`config.mk`:
```
export PLATFORM = sky130hd
export DESIGN_NAME = turn_ctl
export DESIGN_NICKNAME = d
export VERILOG_FILES = /design/src/rtl/turn_ctl.sv
export SDC_FILE = /design/constraint.sdc
export NUM_CORES = 1
export LEC_CHECK = 0
export BUFFER_PORTS_ARGS = -buffer_cell sky130_fd_sc_hd__buf_2
export CORE_ASPECT_RATIO = 1.2
export CORE_MARGIN = 2
export CORE_UTILIZATION = 30
export DETAILED_ROUTE_END_ITERATION = 16
export MAX_ROUTING_LAYER = met4
export PLACE_DENSITY = 0.54
export SYNTH_ARGS = -nofsm -noshare
export SYNTH_HDL_FRONTEND = slang
export SYNTH_SLANG_ARGS = --single-unit
```
`constraint.sdc`:
```
create_clock -name clk -period 2.99 [get_ports clk]
set_input_delay 0.299 -clock clk [delete_from_list [all_inputs] [get_ports clk]]
set_output_delay 0.299 -clock clk [all_outputs]
set_load 0.02 [all_outputs]
```
`src/rtl/turn_ctl.sv`:
```
// rtl/turn_ctl.sv - two-player artillery turn sequencer: aim timer, shot launch, hit resolution, lives and winner
module turn_ctl #(
    parameter int unsigned TURN_TIME = 30,
    parameter int unsigned LIVES     = 3
) (
    input  logic       clk,
    input  logic       rst,
    input  logic       start,
    input  logic       sec_tick,
    input  logic       fire,
    input  logic       proj_done,
    input  logic       hit,
    output logic       active_player,
    output logic       next_turn,
    output logic       launch,
    output logic [5:0] turn_time,
    output logic [1:0] lives_p1,
    output logic [1:0] lives_p2,
    output logic       game_over,
    output logic       winner
);

    localparam logic [5:0] TT_LOAD    = 6'(TURN_TIME);
    localparam logic [1:0] LIVES_LOAD = 2'(LIVES);

    typedef enum logic [2:0] {
        IDLE    = 3'd0,
        AIM     = 3'd1,
        FLIGHT  = 3'd2,
        RESOLVE = 3'd3,
        OVER    = 3'd4
    } state_t;

    state_t     state_q;
    logic       active_q;
    logic       next_turn_q;
    logic       launch_q;
    logic [5:0] turn_time_q;
    logic [1:0] lives_p1_q;
    logic [1:0] lives_p2_q;
    logic       game_over_q;
    logic       winner_q;

    // Lives of whoever is being shot at this turn.
    logic [1:0] opp_lives;
    assign opp_lives = active_q ? lives_p1_q : lives_p2_q;

    always_ff @(posedge clk or negedge rst) begin
        if (!rst) begin
            state_q     <= IDLE;
            active_q    <= 1'b0;
            next_turn_q <= 1'b0;
            launch_q    <= 1'b0;
            turn_time_q <= 6'd0;
            lives_p1_q  <= LIVES_LOAD;
            lives_p2_q  <= LIVES_LOAD;
            game_over_q <= 1'b0;
            winner_q    <= 1'b0;
        end else begin
            next_turn_q <= 1'b0;
            launch_q    <= 1'b0;
            case (state_q)
                IDLE, OVER: begin
                    if (start) begin
                        state_q     <= AIM;
                        active_q    <= 1'b0;
                        turn_time_q <= TT_LOAD;
                        lives_p1_q  <= LIVES_LOAD;
                        lives_p2_q  <= LIVES_LOAD;
                        game_over_q <= 1'b0;
                        winner_q    <= 1'b0;
                        next_turn_q <= 1'b1;
                    end
                end
                AIM: begin
                    // A shot released on the final tick still counts.
                    if (fire) begin
                        launch_q <= 1'b1;
                        state_q  <= FLIGHT;
                    end else if (sec_tick) begin
                        if (turn_time_q <= 6'd1) begin
                            turn_time_q <= 6'd0;
                            state_q     <= RESOLVE;
                        end else begin
                            turn_time_q <= turn_time_q - 6'd1;
                        end
                    end
                end
                FLIGHT: begin
                    if (proj_done) begin
                        if (hit) begin
                            if (active_q) begin
                                if (lives_p1_q != 2'd0) lives_p1_q <= lives_p1_q - 2'd1;
                            end else begin
                                if (lives_p2_q != 2'd0) lives_p2_q <= lives_p2_q - 2'd1;
                            end
                        end
                        state_q <= RESOLVE;
                    end
                end
                RESOLVE: begin
                    if (opp_lives == 2'd0) begin
                        state_q     <= OVER;
                        game_over_q <= 1'b1;
                        winner_q    <= active_q;
                    end else begin
                        state_q     <= AIM;
                        active_q    <= ~active_q;
                        turn_time_q <= TT_LOAD;
                        next_turn_q <= 1'b1;
                    end
                end
                default: state_q <= IDLE;
            endcase
        end
    end

    assign active_player = active_q;
    assign next_turn     = next_turn_q;
    assign launch        = launch_q;
    assign turn_time     = turn_time_q;
    assign lives_p1      = lives_p1_q;
    assign lives_p2      = lives_p2_q;
    assign game_over     = game_over_q;
    assign winner        = winner_q;

endmodule

```
Word-level counts from Yosys, hierarchy flattened
Cells that the tools add are included.
Widths: inputs -> output; s select.
{ "totals": {"latch_bits": 0, "in_bits": 7, "word_cells": 82, "ram_bits": 0, "out_inout_bits": 15, "mem_bits_ro": 0, "register_bits": 18, "memories": 0} }
{ "classes": {"eq_ne": 17, "n_mul": 0, "n_div": 0, "n_lt_le_gt_ge": 1, "reduce_logical": 14, "n_mux": 37, "bitwise_logic": 1, "add_sub_neg": 3, "n_shift": 0} }
{ "op_table": {"columns": ["op", "count"], "rows": [
  ["$mux 6", 5],
  ["$ne 2x2->1 const B", 11],
  ["$mux 2", 10],
  ["$mux 3", 6],
  ["$pmux 6 s3", 1],
  ["$pmux 3 s4", 1],
  ["$reduce_and 6->1", 2],
  ["$mux 1", 8],
  ["$pmux 1 s2", 4],
  ["$pmux 2 s2", 2],
  ["$reduce_bool 2->1", 4],
  ["$eq 3x2->1 const B", 2],
  ["$le 6x1->1 const B", 1],
  ["$ne 3x3->1 const B", 2],
  ["$reduce_and 3->1", 2],
  ["$sub 6x1->6 const B", 1],
  ["$reduce_and 5->1", 1],
  ["$reduce_and 4->1", 1],
  ["$sub 2x1->2 const B", 2],
  ["$eq 3x1->1 const B", 1],
  ["$eq 3x3->1 const B", 1],
  ["$logic_not 3->1", 1],
  ["$reduce_bool 3->1", 1],
  ["$logic_not 2->1", 1],
  ["other kinds (2)", 2]
]} }

Logic depth before layout (Yosys ltp)
{ "logic_depth": {"word_depth": 6, "mapped_depth": 6, "ltp_nobuf": 6} }

Worst setup path after synthesis
OpenSTA, ideal clock, no wires.
{ "synth_timing": {"kind": "reg-to-reg", "from": "register lives_p2_q[0], in the netlist lives_p2[0]", "to": "register lives_p2_q[0], in the netlist lives_p2[0]", "stages_incl_launch_ff": 7, "slack_ns": 1.356, "t_required_ns": 2.908, "synth_period_minus_slack_ns": 1.634, "arrival_ns": 1.552, "n_path_buf": 0, "setup_ns": 0.082, "cell_sequence": "dfstp_2 > inv_1 > ha_1 > nor2_1 > nand3_1 > a21oi_1 > mux2_2"} }
{ "synth_between": {"elab_chain_cells": 6, "word_cells_on_any_way": 9, "classes_between": "1 x add/sub; 1 x eq/ne; 5 x mux; 2 x reduce/logical"} }
{ "synth_lines": {"columns": ["element", "line_no", "text"], "rows": [
  ["from (decl)", "40", "logic [1:0] lives_p2_q;"],
  ["from (signal assigned)", "95", "if (lives_p2_q != 2'd0) lives_p2_q <= lives_p2_q - 2'd1;"],
  ["$sub 2x1->2", "95", null],
  ["$mux 2", "95", null],
  ["$mux 2", "92", "if (active_q) begin"],
  ["$mux 2", "91", "if (hit) begin"],
  ["$mux 2", "90", "if (proj_done) begin"],
  ["$pmux 2 s2", "62", "case (state_q)"]
]} }
Parallel ways exist; a longest one is shown, timed or not. The select of a mux whose other input is x is not followed.
A chain may end at the register's enable or synchronous reset.

Final worst setup path
{ "layout_timing": {"from": "register state_q[1]", "to": "register turn_time_q[3], in the netlist turn_time[3]"} }
{ "layout_between": {"elab_chain_cells": 4, "word_cells_on_any_way": 12, "classes_between": "7 x eq/ne; 1 x mux; 4 x reduce/logical"} }
{ "layout_lines": {"columns": ["element", "line_no", "text"], "rows": [
  ["from (decl)", "34", "state_t state_q;"],
  ["from (signal assigned)", "50", "state_q <= IDLE;"],
  ["from (signal assigned)", "65", "state_q <= AIM;"],
  ["from (signal assigned)", "79", "state_q <= FLIGHT;"],
  ["$eq 3x3->1 or $logic_not 3->1 (tied branches)", "62", null],
  ["$reduce_or 2->1", "62", null],
  ["$ne 2x2->1 (no source line) or $reduce_bool 3->1 (tied branches)", null, null],
  ["$reduce_and 5->1 (no source line)", null, null],
  ["to (signal assigned)", "85", "turn_time_q <= turn_time_q - 6'd1;"],
  ["to (decl)", "38", "logic [5:0] turn_time_q;"]
]} }
Parallel ways exist; a longest one is shown, timed or not.

==> metrics.csv <==
metric,value,unit
startpoint type of the worst setup path,flip-flop,
Final Hold Viols,0,
WHS,0.349,ns
sw power,465,µW
Net Sw Frac,42.4,%
synthesized area per cell,10.3,µm²
n_diodes,0,
P per Cell Area,857,nW/µm²
worst-path fanout max,17,
vias,887,
area of the multi-input gates,582,µm²
Critical Path RT,3.18,ns
HPWL Detailed,1760,µm
Peak VDD IR,0.000335,V
"commonest non-fill, non-tap cell in the layout",buf_2,
remaining antenna violation count,0,
Mapped Area,1090,µm²
DR iter-0 viols,55,
Worst Tran Pin Value,0.573,ns
clock net sink count,18,
CTS clock-pin slew for the worst setup and hold paths,0.07,ns
post-route cell area,1280,µm²
R2R cell count,4,
area occupied by registers,455,µm²
Max clock buf depth,2,
total track usage,12.9,%
class of the worst hold path,primary input to flip-flop,
Final period util,64.4,%
CTS Hold Bufs,1,
TritonCTS clock tree,done,
Final Total Pwr,1100,µW
"Async S/R FF share, synth",100,%
Die H,70.1,µm
first-pass GRT wire length,3930,µm
syn nets,117,
clk_skew,0.00274,ns
Area growth syn-to-layout,17.3,%
Clock Tree Root,clkbuf_8,
reg2reg start,state_q[1],
1st-pass router iterations,4,
area post-placement,1220,µm²
GRT overflow,0,
CORE AREA,3570,µm²
R2R setup slack,1.06,ns
post-layout net count,141,
sequential-to-total area share from yosys stat,41.7,%
gpl congestion,0.781,
IO Count,22,
worst rel slew slack,61.7,%
status,"complete, no violations",
vias in the first global route,837,
minimum clock period,1.93,ns
# rows,24,
htree depth,1,
maximum clock frequency,0.519,GHz
fraction of power consumed by sequential logic,39.6,%
# fillers,372,
antenna violations before repair,0,
"Arr. time, crit path",2.12,ns
worst setup path class,flip-flop to flip-flop,
Final Max Tran Viols,0,
DIE AREA,4140,µm²
Clk pwr share,15.7,%
Post-synth EDFFs,0,
Starting Density,30.5,%
Internal,632,µW
Synth Instances,106,
setup bufs post-CTS,0,
static leakage power,0.000571,µW
Hold EP,launch,
largest net degree at the start of global routing,19,
die width,59.1,µm
# DRC,0,
Ys Warns,0,
endpoint class of the critical path,flip-flop,
post-DR wirelength/cell,14.2,µm
R2R Path End,turn_time[3],
hold path start,fire,
clk_lat worst skew,0.25,ns
Netlist cell types,42,
cts repair resizes,0,
most used flip-flop cell after synthesis,dfrtp_1,
Final Setup Violations,0,
CTS buffer count,3,
Yosys reg bits,18,
RSZ-0062 raised after global routing,false,
Vias/cell,5.28,
"commonest non-fill, non-tap cells in the layout","21 x buf_2, 14 x dfrtp_1, 9 x inv_1",
Setup TNS Final,0,ns
PortBufs,21,
layout cell share with drive strength beyond 1,32.6,%
cell count of the worst hold path,3,
Logic pwr share,44.7,%
number of max-cap violations,0,
Post-Route WL,2380,µm
## cell type report
| class | count | share of cell area (%) |
|---|---|---|
| tap | 39 | 3.81 |
| sequential | 18 | 35.6 |
| timing repair buffer | 22 | 8.99 |
| multi-input combinational | 76 | 45.5 |
| clock buffer | 4 | 3.52 |
| inverter | 9 | 2.64 |
## metal layers
metal | share of wire [%] | wire [µm] | global-route usage, %
met1 | 45 | 1080 | 16.7
met2 | 49 | 1170 | 19.5
met3 | 3.8 | 90 | 2.22
met4 | 1.9 | 46 | 6.06
met5 | 0 | 0 | -
## through the flow
stage / cells / setup WS [ns] / utilization (%)
final: 168 / 1.06 / 35.8
after global routing: 168 / 0.887 / 35.8
after CTS: 168 / 1.04 / 35.8
after detailed placement: 163 / 1.05 / 34.3
after global placement: 163 / 1.07 / 34.3
after floorplan: 106 / 1.36 / -
## sequential cells by signal, summed over array words and instances (netlist names)
name,count
turn_time,6
active_player,1
lives_p1,2
launch,1
lives_p2,2
winner,1
next_turn,1
game_over,1
state_q,3
## cell families after synthesis
kind of cell             synth area share (%)
AO/OA/AOI/OAI                            25.5
adder cells (fa/ha/maj)                  4.59
buffers and inverters                    4.93
flip-flops                               41.7
multiplexers                             4.13
AND/OR/NAND/NOR                          19.2
## power by group through the flow
stage | clock network [µW] | logic, µW | registers (µW)
after floorplan | 0 | 332 | 459
after global placement | 0 | 488 | 433
after detailed placement | 0 | 492 | 437
after CTS | 184 | 495 | 433
after global routing | 192 | 548 | 450
final | 172 | 491 | 435
## synth_stat cells (all sizes together), types with 2 or more instances
cell,instances,area share (%)
a21o,4,2.8
a21oi,7,3.6
a22o,3,2.4
buf,2,1.5
dfrtp,14,32
dfstp,4,9.6
ha,4,4.6
inv,9,3.1
mux2,4,4.1
nand2,5,1.7
nand2b,3,1.7
nand3,2,0.92
nor3,2,0.92
nor3b,4,4.2
nor4,2,1.1
o2111ai,2,1.6
o211ai,2,1.4
o21a,2,1.4
o21ai,8,3.7
or2,3,1.7
or3,2,1.1
or3b,3,2.6
## worst max path at each step
stage                 from           end  cells past startpoint
5_1_grt         state_q[1]  turn_time[2]                      4
2_1_floorplan  lives_p2[0]   lives_p2[0]                      6
4_1_cts         state_q[1]  turn_time[3]                      4
6_report        state_q[1]  turn_time[3]                      4
3_3_place_gp    state_q[1]  turn_time[2]                      4
3_5_place_dp    state_q[1]  turn_time[3]                      4
## critical path: stages (launching register included)
cell and delay [ns]:
dfrtp_1 0.56, nor3b_1 0.57, a2bb2oi_2 0.34, o211a_4 0.24, a22o_1 0.15
Note: power is estimated with default switching activity, not from simulation.
